<file path="src/rtl/uart_pkg.sv">
// rtl/uart_pkg.sv - shared UART types and constants for the CPU serial paths
package uart_pkg;

  // Transmit/receive serializer states.
  typedef enum logic [1:0] {
    IDLE  = 2'd0,
    START = 2'd1,
    DATA  = 2'd2,
    STOP  = 2'd3
  } tx_state_t;

  localparam int UART_DATA_BITS = 8;
  localparam int UART_STOP_BITS = 1;

  // 100 MHz system clock at 115200 baud.
  localparam int DEFAULT_CLKS_PER_BIT = 868;

endpackage

</file>
<file path="src/rtl/uart_byte_fifo.sv">
// rtl/uart_byte_fifo.sv - single-clock byte FIFO shared by the UART tx and rx paths
//
// Ports:
//   clk, reset            system clock, synchronous active-high reset
//   push, push_data       write request and data; ignored while full
//   pop, pop_data         read request; pop_data always shows the head entry
//   full, empty, count    occupancy status (count is 0..2^DEPTH_LOG2)
module uart_byte_fifo #(
  parameter int DEPTH_LOG2 = 4,
  parameter int WIDTH      = 8
) (
  input  logic                  clk,
  input  logic                  reset,
  input  logic                  push,
  input  logic [WIDTH-1:0]      push_data,
  input  logic                  pop,
  output logic [WIDTH-1:0]      pop_data,
  output logic                  full,
  output logic                  empty,
  output logic [DEPTH_LOG2:0]   count
);

  localparam int DEPTH = 1 << DEPTH_LOG2;

  logic [WIDTH-1:0]    mem_q [DEPTH];
  logic [DEPTH_LOG2:0] wr_ptr_q, wr_ptr_d;
  logic [DEPTH_LOG2:0] rd_ptr_q, rd_ptr_d;
  logic                do_push;
  logic                do_pop;

  // Pointers carry one extra wrap bit: equal pointers mean empty, equal
  // index bits with differing wrap bits mean full.
  assign empty = (wr_ptr_q == rd_ptr_q);
  assign full  = (wr_ptr_q[DEPTH_LOG2] != rd_ptr_q[DEPTH_LOG2]) &&
                 (wr_ptr_q[DEPTH_LOG2-1:0] == rd_ptr_q[DEPTH_LOG2-1:0]);
  assign count = wr_ptr_q - rd_ptr_q;

  // A full FIFO refuses the push even if a pop happens in the same cycle.
  assign do_push = push && !full;
  assign do_pop  = pop && !empty;

  assign pop_data = mem_q[rd_ptr_q[DEPTH_LOG2-1:0]];

  always_comb begin
    wr_ptr_d = wr_ptr_q;
    rd_ptr_d = rd_ptr_q;
    if (do_push) wr_ptr_d = wr_ptr_q + 1'b1;
    if (do_pop)  rd_ptr_d = rd_ptr_q + 1'b1;
  end

  always_ff @(posedge clk) begin
    if (reset) begin
      wr_ptr_q <= '0;
      rd_ptr_q <= '0;
    end else begin
      wr_ptr_q <= wr_ptr_d;
      rd_ptr_q <= rd_ptr_d;
    end
  end

  always_ff @(posedge clk) begin
    if (do_push) mem_q[wr_ptr_q[DEPTH_LOG2-1:0]] <= push_data;
  end

endmodule

</file>
<file path="src/rtl/register_to_uart.sv">
// rtl/register_to_uart.sv - "out" instruction path: register byte -> FIFO -> 8N1 txd
//
// Ports:
//   clk, reset     system clock, synchronous active-high reset
//   RegtoUART      core has an "out" instruction in writeback
//   write_data     register value; only [7:0] is sent
//   pc_enable      low stalls the core while the FIFO is full
//   txd            registered serial output, idle high
//   tx_busy        frame on the line or bytes still queued
//   fifo_count     queued bytes, not counting the one being shifted
module register_to_uart
  import uart_pkg::*;
#(
  parameter int CLKS_PER_BIT    = DEFAULT_CLKS_PER_BIT,
  parameter int FIFO_DEPTH_LOG2 = 4
) (
  input  logic                       clk,
  input  logic                       reset,
  input  logic                       RegtoUART,
  input  logic [31:0]                write_data,
  output logic                       pc_enable,
  output logic                       txd,
  output logic                       tx_busy,
  output logic [FIFO_DEPTH_LOG2:0]   fifo_count
);

  localparam int CW = $clog2(CLKS_PER_BIT);
  localparam int BW = $clog2(UART_DATA_BITS);
  localparam logic [CW-1:0] BAUD_LAST = CW'(CLKS_PER_BIT - 1);
  localparam logic [BW-1:0] BIT_LAST  = BW'(UART_DATA_BITS - 1);

  tx_state_t     state_q, state_d;
  logic [CW-1:0] baud_q, baud_d;
  logic [BW-1:0] bit_q, bit_d;
  logic [7:0]    shift_q, shift_d;
  logic          txd_q, txd_d;

  logic          fifo_push;
  logic          fifo_pop;
  logic [7:0]    fifo_head;
  logic          fifo_full;
  logic          fifo_empty;
  logic          baud_done;

  // Upper register bits are deliberately dropped.
  logic          unused_write_hi;
  assign unused_write_hi = ^write_data[31:8];

  assign pc_enable = !(RegtoUART && fifo_full);
  assign fifo_push = RegtoUART && !fifo_full;

  uart_byte_fifo #(
    .DEPTH_LOG2 (FIFO_DEPTH_LOG2),
    .WIDTH      (8)
  ) u_fifo (
    .clk       (clk),
    .reset     (reset),
    .push      (fifo_push),
    .push_data (write_data[7:0]),
    .pop       (fifo_pop),
    .pop_data  (fifo_head),
    .full      (fifo_full),
    .empty     (fifo_empty),
    .count     (fifo_count)
  );

  assign baud_done = (baud_q == BAUD_LAST);

  always_comb begin
    state_d  = state_q;
    baud_d   = baud_q;
    bit_d    = bit_q;
    shift_d  = shift_q;
    fifo_pop = 1'b0;

    case (state_q)
      IDLE: begin
        if (!fifo_empty) begin
          fifo_pop = 1'b1;
          shift_d  = fifo_head;
          baud_d   = '0;
          state_d  = START;
        end
      end
      START: begin
        if (baud_done) begin
          baud_d  = '0;
          bit_d   = '0;
          state_d = DATA;
        end else begin
          baud_d = baud_q + 1'b1;
        end
      end
      DATA: begin
        if (baud_done) begin
          baud_d = '0;
          if (bit_q == BIT_LAST) begin
            state_d = STOP;
          end else begin
            shift_d = shift_q >> 1;
            bit_d   = bit_q + 1'b1;
          end
        end else begin
          baud_d = baud_q + 1'b1;
        end
      end
      STOP: begin
        if (baud_done) begin
          baud_d = '0;
          // Chain straight into the next start bit when more bytes wait.
          if (!fifo_empty) begin
            fifo_pop = 1'b1;
            shift_d  = fifo_head;
            state_d  = START;
          end else begin
            state_d = IDLE;
          end
        end else begin
          baud_d = baud_q + 1'b1;
        end
      end
      default: state_d = IDLE;
    endcase
  end

  // txd is registered from the next state so the line changes on the same
  // edge as the state it belongs to, without combinational glitches.
  always_comb begin
    txd_d = 1'b1;
    case (state_d)
      START:   txd_d = 1'b0;
      DATA:    txd_d = shift_d[0];
      default: txd_d = 1'b1;
    endcase
  end

  always_ff @(posedge clk) begin
    if (reset) begin
      state_q <= IDLE;
      baud_q  <= '0;
      bit_q   <= '0;
      shift_q <= '0;
      txd_q   <= 1'b1;
    end else begin
      state_q <= state_d;
      baud_q  <= baud_d;
      bit_q   <= bit_d;
      shift_q <= shift_d;
      txd_q   <= txd_d;
    end
  end

  assign txd     = txd_q;
  assign tx_busy = (state_q != IDLE) || (fifo_count != '0);

endmodule
</file>
<file path="config.mk">
export PLATFORM = sky130hd
export DESIGN_NAME = register_to_uart
export DESIGN_NICKNAME = d
export VERILOG_FILES = /design/src/rtl/uart_pkg.sv /design/src/rtl/uart_byte_fifo.sv /design/src/rtl/register_to_uart.sv
export SDC_FILE = /design/constraint.sdc
export NUM_CORES = 1
export LEC_CHECK = 0
export CORE_MARGIN = 5
export CORE_UTILIZATION = 35
export DETAILED_ROUTE_END_ITERATION = 8
export HOLD_SLACK_MARGIN = 0.06
export SYNTH_ARGS = -nofsm -noshare
export SYNTH_HDL_FRONTEND = slang
export SYNTH_HIERARCHICAL = 1
export SYNTH_SLANG_ARGS = --single-unit
</file>
<file path="constraint.sdc">
create_clock -name clk -period 5.7 [get_ports clk]
set_input_delay 1.14 -clock clk [delete_from_list [all_inputs] [get_ports clk]]
set_output_delay 1.14 -clock clk [all_outputs]
set_load 0.005 [all_outputs]
</file>
==> results.rst, run 1 <==
.. list-table::
   :header-rows: 1

   * - Metric
     - Value
   * - Status
     - completed
   * - Number of gates resized after cts
     - 0
   * - Nets in the synthesized netlist
     - 527
   * - Source-to-sink clock delay at the later pin of the worst-skew pair
     - 430 ps
   * - Portion of total power attributed to sequential cells
     - 43.4%
   * - Start point of the critical path
     - u_fifo/wr_ptr_q[0]$_SDFFE_PP0P_
   * - Startpoint of the tightest hold check path
     - baud_q[1]$_SDFFE_PP0P_
   * - Number of diodes added for antenna fixing
     - 0
   * - Flop and latch count out of synthesis
     - 166
   * - Sink of the worst hold path
     - baud_q[1]$_SDFFE_PP0P_
   * - Post-synth design cell area
     - 7096 um2
   * - Full die area
     - 23220 um2
   * - Synth-to-Final Area Change
     - 14.95%
   * - Cell count after placement
     - 752
   * - Classification of the worst-slack hold path
     - reg -> reg
   * - Reg-to-Reg End
     - u_fifo/mem_q[0][3]$_DFFE_PP_
   * - Fraction of layout cells with a size suffix above 1
     - 16.54%
   * - Worst Setup End Kind
     - output port
   * - Count of buffers added by post-CTS timing repair for setup
     - 0
   * - Core footprint
     - 20100 um2
   * - Leakage Power
     - 2.683 nW
   * - Placer congestion estimate
     - 0.8089
   * - Slowest library cell on the worst path
     - clkdlybuf4s50_1
   * - Average cell area after synthesis
     - 14.97 um2
   * - Cell variety after synth
     - 56
   * - Starting Density
     - 35.29%
   * - Commonest non-fill, non-tap cell in the layout
     - edfxtp_1
   * - Peak supply drop
     - 0.1675 mV
   * - Combinational power share
     - 22.5%
   * - Minimum period implied by the final worst setup slack
     - 3988 ps
   * - Max frequency
     - 250.7 MHz
   * - Final setup TNS
     - 0 ps
   * - Register area share after synthesis
     - 64.89%
   * - Max Cap Violations
     - 0
   * - Sw Ratio
     - 29.37%
   * - Share of async-settable or async-resettable flops after synthesis
     - 0%
   * - HPWL after detailed placement
     - 9.321 mm
   * - Number of I/O port buffers
     - 18
   * - Maximum level of the CTS H-tree
     - 4
   * - Kind of cell adding the most delay to the critical path
     - buffers and inverters
   * - Vias in the first global route
     - 4119
   * - Synth warn
     - 6
   * - Count of flip-flops with a built-in enable after synthesis
     - 128
   * - Post-DR vias/cell
     - 5.180
   * - WL per Instance
     - 18.25 um
   * - Critical path's largest stage delay
     - 460 ps
   * - Critical path, cell by cell
     - inv_1 -> ha_1 -> inv_1 -> fa_1 -> a21o_1 -> a21oi_1 -> xnor2_1 -> nor4_1 -> nand3b_1 -> clkdlybuf4s50_1
   * - Crit start category
     - flip-flop
   * - Wire length of the first global-routing pass
     - 22.66 mm
   * - Final net count
     - 554
   * - Routed wire length
     - 14.31 mm
   * - DRC
     - 0
   * - Largest buffer count on any clock path
     - 2
   * - Setup Skew
     - 10.13 ps
   * - Largest fanout of any net on the critical path
     - 4
   * - CTS tree
     - done
   * - Internal
     - 2.286 mW
   * - Actual slew at the worst max-slew pin
     - 961.2 ps
   * - Count of routing violations after the opening detailed-route iteration
     - 226
   * - Type of the setup path with the least slack
     - reg -> out
   * - Post-CTS Hold Buffers
     - 0
   * - Data required time at the worst endpoint
     - 4560 ps
   * - Launch instance of the worst register-to-register path
     - u_fifo/wr_ptr_q[3]$_SDFFE_PP0P_
   * - CP arrival
     - 2850 ps
   * - First-pass DRT Iterations
     - 5
   * - Root buf cell
     - clkbuf_16
   * - Number of instances in the synthesized netlist
     - 474
   * - Number of instances on the worst hold path
     - 2
   * - CTS Buf Count
     - 17
   * - Main flop type after synthesis
     - edfxtp_1
   * - Final count of negative-setup-slack endpoints
     - 0
   * - Horizontal die dimension
     - 152.4 um
   * - Power per standard cell area
     - 396.8 nW/um2
   * - Number of routed nets with antenna violations
     - 0
   * - Max-Slew Margin vs Limit
     - 35.07%
   * - CTS clk-pin slew, worst paths
     - 70 ps
   * - Max Transition Viols Final
     - 0
   * - Antenna violations before repair
     - 0
   * - Leading cell types in the layout, fill and taps excluded
     - edfxtp_1, nor2_1, dfxtp_1
   * - Maximum number of pins on one net before global-route repair
     - 33
   * - Clk network pwr share
     - 34.1%
   * - Number of buffers and inverters on the critical path
     - 3
   * - Worst Reg-to-Reg Cells
     - 8
   * - Post-layout instance count excluding filler cells
     - 784
   * - Final hold vios
     - 0
   * - FP Rows
     - 52
   * - Total net switching power
     - 0.9506 mW
   * - Unrepaired setup endpoints after global routing
     - false
   * - Number of top-level pins
     - 43
   * - Setup slack of the worst register-to-register path
     - 2300 ps
   * - Sinks on the clock net
     - 166
   * - Most prevalent standard cell on the critical path
     - inv_1
   * - Routed via count
     - 4061
   * - Aggregate global routing overflow
     - 0
   * - GRT Total Usage
     - 12.60%
   * - Final period util
     - 69.97%
   * - Die span in y
     - 152.4 um
-- layout make-up --
| cell class | count | area (um2) |
|---|---|---|
| well taps | 270 | 337.8 |
| fillers | 1794 | 11950 |
| repair buffers | 27 | 247.7 |
| inverters | 18 | 67.56 |
| flip-flops and latches | 166 | 4606 |
| clock inverters | 15 | 150.1 |
| clock buffers | 17 | 425.4 |
| multi-input cells | 271 | 2322 |
-- metal layers --
| layer | track usage, % | up-vias | wire length [um] |
|---|---|---|---|
| met1 | 16.61 | 2083 | 6457 |
| met2 | 20.11 | 78 | 7054 |
| li1 | - | 1882 | - |
| met5 | 0 | - | 0 |
| met3 | 3.579 | 18 | 601 |
| met4 | 4.324 | 0 | 195 |
-- through the flow --
| step | util (%) | hold slack (ps) | total power [mW] | setup WS (ps) | area (um2) |
|---|---|---|---|---|---|
| finish | 40.57 | 492.8 | 3.237 | 1712 | 8157 |
| global route | 40.57 | 527.5 | 3.402 | 1449 | 8157 |
| CTS | 40.57 | 499.7 | 3.273 | 1664 | 8157 |
| detailed placement | 37.71 | 486.9 | 2.163 | 2128 | 7581 |
| global placement | 37.71 | 477.9 | 2.140 | 2147 | 7581 |
| floorplan | - | 455.8 | 1.941 | 2754 | 7096 |
-- how the worst max path moves through the flow --
stage	slack [ps]	to	cells after the start
finish	1710	tx_busy	10
detailed placement	2130	tx_busy	10
global route	1450	tx_busy	10
floorplan	2750	tx_busy	9
global placement	2150	u_fifo/mem_q[2][2]$_DFFE_PP_	5
CTS	1660	tx_busy	10
-- flip-flops by register name, indices dropped and copies added, names as in the netlist, named ones only --
register / cells
shift_q: 8
baud_q: 10
state_q: 2
txd: 1
u_fifo/rd_ptr_q: 5
u_fifo/mem_q: 128
bit_q: 3
u_fifo/wr_ptr_q: 5
-- cell families after synthesis --
family | count (synthesis) | share of synthesized area (%)
multiplexers | 41 | 11.44
AO/OA/AOI/OAI | 64 | 6.331
buffers and inverters | 37 | 2.380
XOR/XNOR | 21 | 2.698
adder cells (fa/ha/maj) | 18 | 3.280
flip-flops | 166 | 64.89
AND/OR/NAND/NOR | 127 | 8.976
-- power by group through the flow --
stage | Combinational [mW] | Sequential, mW | Clock [mW]
after detailed placement | 0.730 | 1.43 | 0
after CTS | 0.734 | 1.41 | 1.13
after floorplan | 0.537 | 1.40 | 0
after global routing | 0.801 | 1.41 | 1.19
after global placement | 0.709 | 1.43 | 0
final | 0.729 | 1.41 | 1.10
-- worst reg2reg max path, delay by kind of cell (launching register included) --
family | cells | cell delay (ps)
DFF | 1 | 570
and+or+nand+nor | 5 | 1850
buffers and inverters | 2 | 350
adders and majority gates | 1 | 350
-- synthesized netlist by cell type (6+ instances only) --
| cell type | n | area share [%] |
|---|---|---|
| dfxtp_1 | 38 | 11 |
| mux4_2 | 32 | 10 |
| nor3_1 | 8 | 0.56 |
| ha_1 | 17 | 3.0 |
| mux2i_1 | 8 | 1.1 |
| edfxtp_1 | 128 | 54 |
| a22oi_1 | 18 | 1.9 |
| a21oi_1 | 17 | 1.2 |
| xnor2_1 | 8 | 0.99 |
| nand2_1 | 25 | 1.3 |
| nand4_1 | 6 | 0.53 |
| inv_1 | 18 | 0.95 |
| clkbuf_1 | 6 | 0.32 |
| o21ai_0 | 7 | 0.49 |
| o32ai_1 | 6 | 0.74 |
| xor2_1 | 12 | 1.5 |
| nor2_1 | 46 | 2.4 |
| nand3_1 | 10 | 0.71 |
No activity file was read; power rests on OpenSTA's default activity.
==> run 2, diff against run 1 <==
- clock period: 5.7 -> 4.1 ns (I/O delays scaled with it)
==> run 2 against run 1 <==
Compared with the run above: sequential share of layout area shrank 0.76 points; core utilization grew 0.55 points; final cell count grew 1.0%; via count shrank 1.0%; critical path depth is the same; total power grew 43%; cell area grew 1.4%; setup slack lost 1300 ps; global-route usage grew 0.21 points.
==> results.rst, run 2 (synthesized netlist as in run 1, its figures left out) <==
.. list-table::
   :header-rows: 1

   * - Metric
     - Value
   * - Slowest library cell on the worst path
     - fa_1
   * - Starting Density
     - 35.29% (unchanged)
   * - Antenna violations before repair
     - 0 (unchanged)
   * - WL per Instance
     - 18.19 um (-0.32%)
   * - Number of gates resized after cts
     - 0 (unchanged)
   * - Portion of total power attributed to sequential cells
     - 42.7% (-0.7 points)
   * - HPWL after detailed placement
     - 9.639 mm (+3.4%)
   * - Number of buffers and inverters on the critical path
     - 3 (unchanged)
   * - Core footprint
     - 20100 um2 (unchanged)
   * - Power per standard cell area
     - 560.2 nW/um2 (+41%)
   * - Sinks on the clock net
     - 166 (unchanged)
   * - CP arrival
     - 2830 ps (-20 ps)
   * - Worst Reg-to-Reg Cells
     - 9 (+1)
   * - Data required time at the worst endpoint
     - 3280 ps (-1280 ps)
   * - Type of the setup path with the least slack
     - reg -> out
   * - Multi-input gate area in the final layout
     - 2322 um2 (unchanged)
   * - Count of buffers added by post-CTS timing repair for setup
     - 0 (unchanged)
   * - Largest buffer count on any clock path
     - 2 (unchanged)
   * - Placer congestion estimate
     - 0.7889 (-2.5%)
   * - Number of I/O port buffers
     - 18 (unchanged)
   * - Largest fanout of any net on the critical path
     - 4 (unchanged)
   * - Crit start category
     - flip-flop
   * - Final setup TNS
     - 0 ps (unchanged)
   * - Most prevalent standard cell on the critical path
     - inv_1
   * - Worst Setup End Kind
     - output port
   * - Max frequency
     - 273.8 MHz
   * - Vias in the first global route
     - 4116 (-0.073%)
   * - Post-CTS Hold Buffers
     - 0 (unchanged)
   * - Max Cap Violations
     - 0 (unchanged)
   * - Setup Skew
     - 11.93 ps (+1.794 ps)
   * - CTS Buf Count
     - 17 (unchanged)
   * - Levels on crit path
     - 10 (unchanged)
   * - CTS tree
     - done
   * - Storage element area
     - 4606 um2 (unchanged)
   * - Leakage Power
     - 2.748 nW (+2.4%)
   * - Commonest non-fill, non-tap cell in the layout
     - edfxtp_1
   * - Aggregate global routing overflow
     - 0 (unchanged)
   * - CTS clk-pin slew, worst paths
     - 70 ps (about the same)
   * - Classification of the worst-slack hold path
     - reg -> reg
   * - DRC
     - 0 (unchanged)
   * - Horizontal die dimension
     - 152.4 um (unchanged)
   * - Fraction of layout cells with a size suffix above 1
     - 17.82% (+1.3 points)
   * - Routed via count
     - 4019 (-1.0%)
   * - Actual slew at the worst max-slew pin
     - 878.9 ps (-82.34 ps)
   * - GRT Total Usage
     - 12.81% (+0.21 points)
   * - Number of diodes added for antenna fixing
     - 0 (unchanged)
   * - Critical path's largest stage delay
     - 450 ps (about the same)
   * - Root buf cell
     - clkbuf_16
   * - Max FFs per register
     - 128 (unchanged)
   * - Final hold vios
     - 0 (unchanged)
   * - Number of instances on the worst hold path
     - 2 (unchanged)
   * - Clk network pwr share
     - 35.9% (+1.8 points)
   * - Die span in y
     - 152.4 um (unchanged)
   * - Max-Slew Margin vs Limit
     - 40.63% (+5.6 points)
   * - Final count of negative-setup-slack endpoints
     - 0 (unchanged)
   * - End-of-flow core utilization
     - 41.13% (+0.55 points)
   * - Count of routing violations after the opening detailed-route iteration
     - 254 (+12%)
   * - Final net count
     - 562 (+1.4%)
   * - Unrepaired setup endpoints after global routing
     - false
   * - Routed wire length
     - 14.41 mm (+0.70%)
   * - Max Transition Viols Final
     - 0 (unchanged)
   * - Internal
     - 3.310 mW (+45%)
   * - Full die area
     - 23220 um2 (unchanged)
   * - Final period util
     - 89.07%
   * - Leading cell types in the layout, fill and taps excluded
     - edfxtp_1, nor2_1, dfxtp_1
   * - Maximum level of the CTS H-tree
     - 4 (unchanged)
   * - Status
     - completed
   * - Combinational power share
     - 21.4% (-1.1 points)
   * - Post-DR vias/cell
     - 5.074 (-2.0%)
   * - Maximum number of pins on one net before global-route repair
     - 29 (-12%)
   * - Wire length of the first global-routing pass
     - 22.99 mm (+1.5%)
   * - Critical path, cell by cell
     - inv_1 -> ha_1 -> inv_1 -> fa_1 -> a21o_1 -> a21oi_1 -> xnor2_1 -> nor4_1 -> nand3b_1 -> clkdlybuf4s50_1
   * - Peak supply drop
     - 0.2500 mV (+49%)
   * - Fill cells
     - 1818 (+1.3%)
   * - Number of top-level pins
     - 43 (unchanged)
   * - FP Rows
     - 52 (unchanged)
   * - Number of routed nets with antenna violations
     - 0 (unchanged)
   * - Sw Ratio
     - 28.53% (-0.84 points)
   * - Minimum period implied by the final worst setup slack
     - 3652 ps
   * - Total net switching power
     - 1.322 mW (+39%)
   * - Synth-to-Final Area Change
     - 16.52%
   * - Kind of cell adding the most delay to the critical path
     - buffers and inverters
   * - First-pass DRT Iterations
     - 4 (-1)
   * - Source-to-sink clock delay at the later pin of the worst-skew pair
     - 420 ps (about the same)
-- run 2: area by class of cell --
class,instances,share of cell area (%)
tap,270,4.086
clock buffer,17,5.145
timing repair buffer,35,3.723
sequential,166,55.71
multi-input combinational,271,28.09
inverter,18,0.8172
clock inverter,15,2.436
-- run 2: worst paths after layout --
path,slack [ps],endpoint,from
max,450,tx_busy,u_fifo/wr_ptr_q[0]$_SDFFE_PP0P_
min,490,baud_q[1]$_SDFFE_PP0P_,baud_q[1]$_SDFFE_PP0P_
max reg2reg,960,u_fifo/mem_q[7][1]$_DFFE_PP_,u_fifo/wr_ptr_q[3]$_SDFFE_PP0P_
min reg2reg,490,baud_q[1]$_SDFFE_PP0P_,baud_q[1]$_SDFFE_PP0P_
-- run 2: power by group through the flow --
stage | logic, mW | registers, mW | clock network [mW]
after floorplan | 0.746 | 1.95 | 0
after global placement | 0.972 | 2.01 | 0
after detailed placement | 0.995 | 2.02 | 0
after CTS | 1.00 | 1.98 | 1.71
after global routing | 1.08 | 2.00 | 1.78
final | 0.990 | 1.98 | 1.66
-- run 2: worst register-to-register path, delay by kind of cell, from the launching register on --
family | cells | cell delay (ps)
buffers and inverters | 2 | 250
adder cells (fa/ha/maj) | 1 | 360
flip-flops | 1 | 300
AND/OR/NAND/NOR | 5 | 1620
AO/OA/AOI/OAI | 1 | 260
-- run 2: per-layer routing --
layer,global-route usage [%],share of wire [%],vias up
li1,-,-,1895
met1,17.14,45,2034
met4,3.853,0.40,0
met5,0,0,-
met3,2.954,4.2,4
met2,20.96,50,86
-- run 2: through the flow --
| step | std cells | power, mW | setup slack, ps | cell area (um2) | hold WS, ps |
|---|---|---|---|---|---|
| finish | 792 | 4.632 | 448.2 | 8268 | 490.7 |
| CTS | 792 | 4.686 | 382.9 | 8268 | 500.4 |
| global placement | 760 | 2.985 | 903.6 | 7641 | 480.5 |
| global route | 792 | 4.858 | 244.7 | 8268 | 523.2 |
| detailed placement | 760 | 3.012 | 846.8 | 7641 | 488.6 |
| floorplan | 474 | 2.698 | 1329 | 7096 | 455.8 |
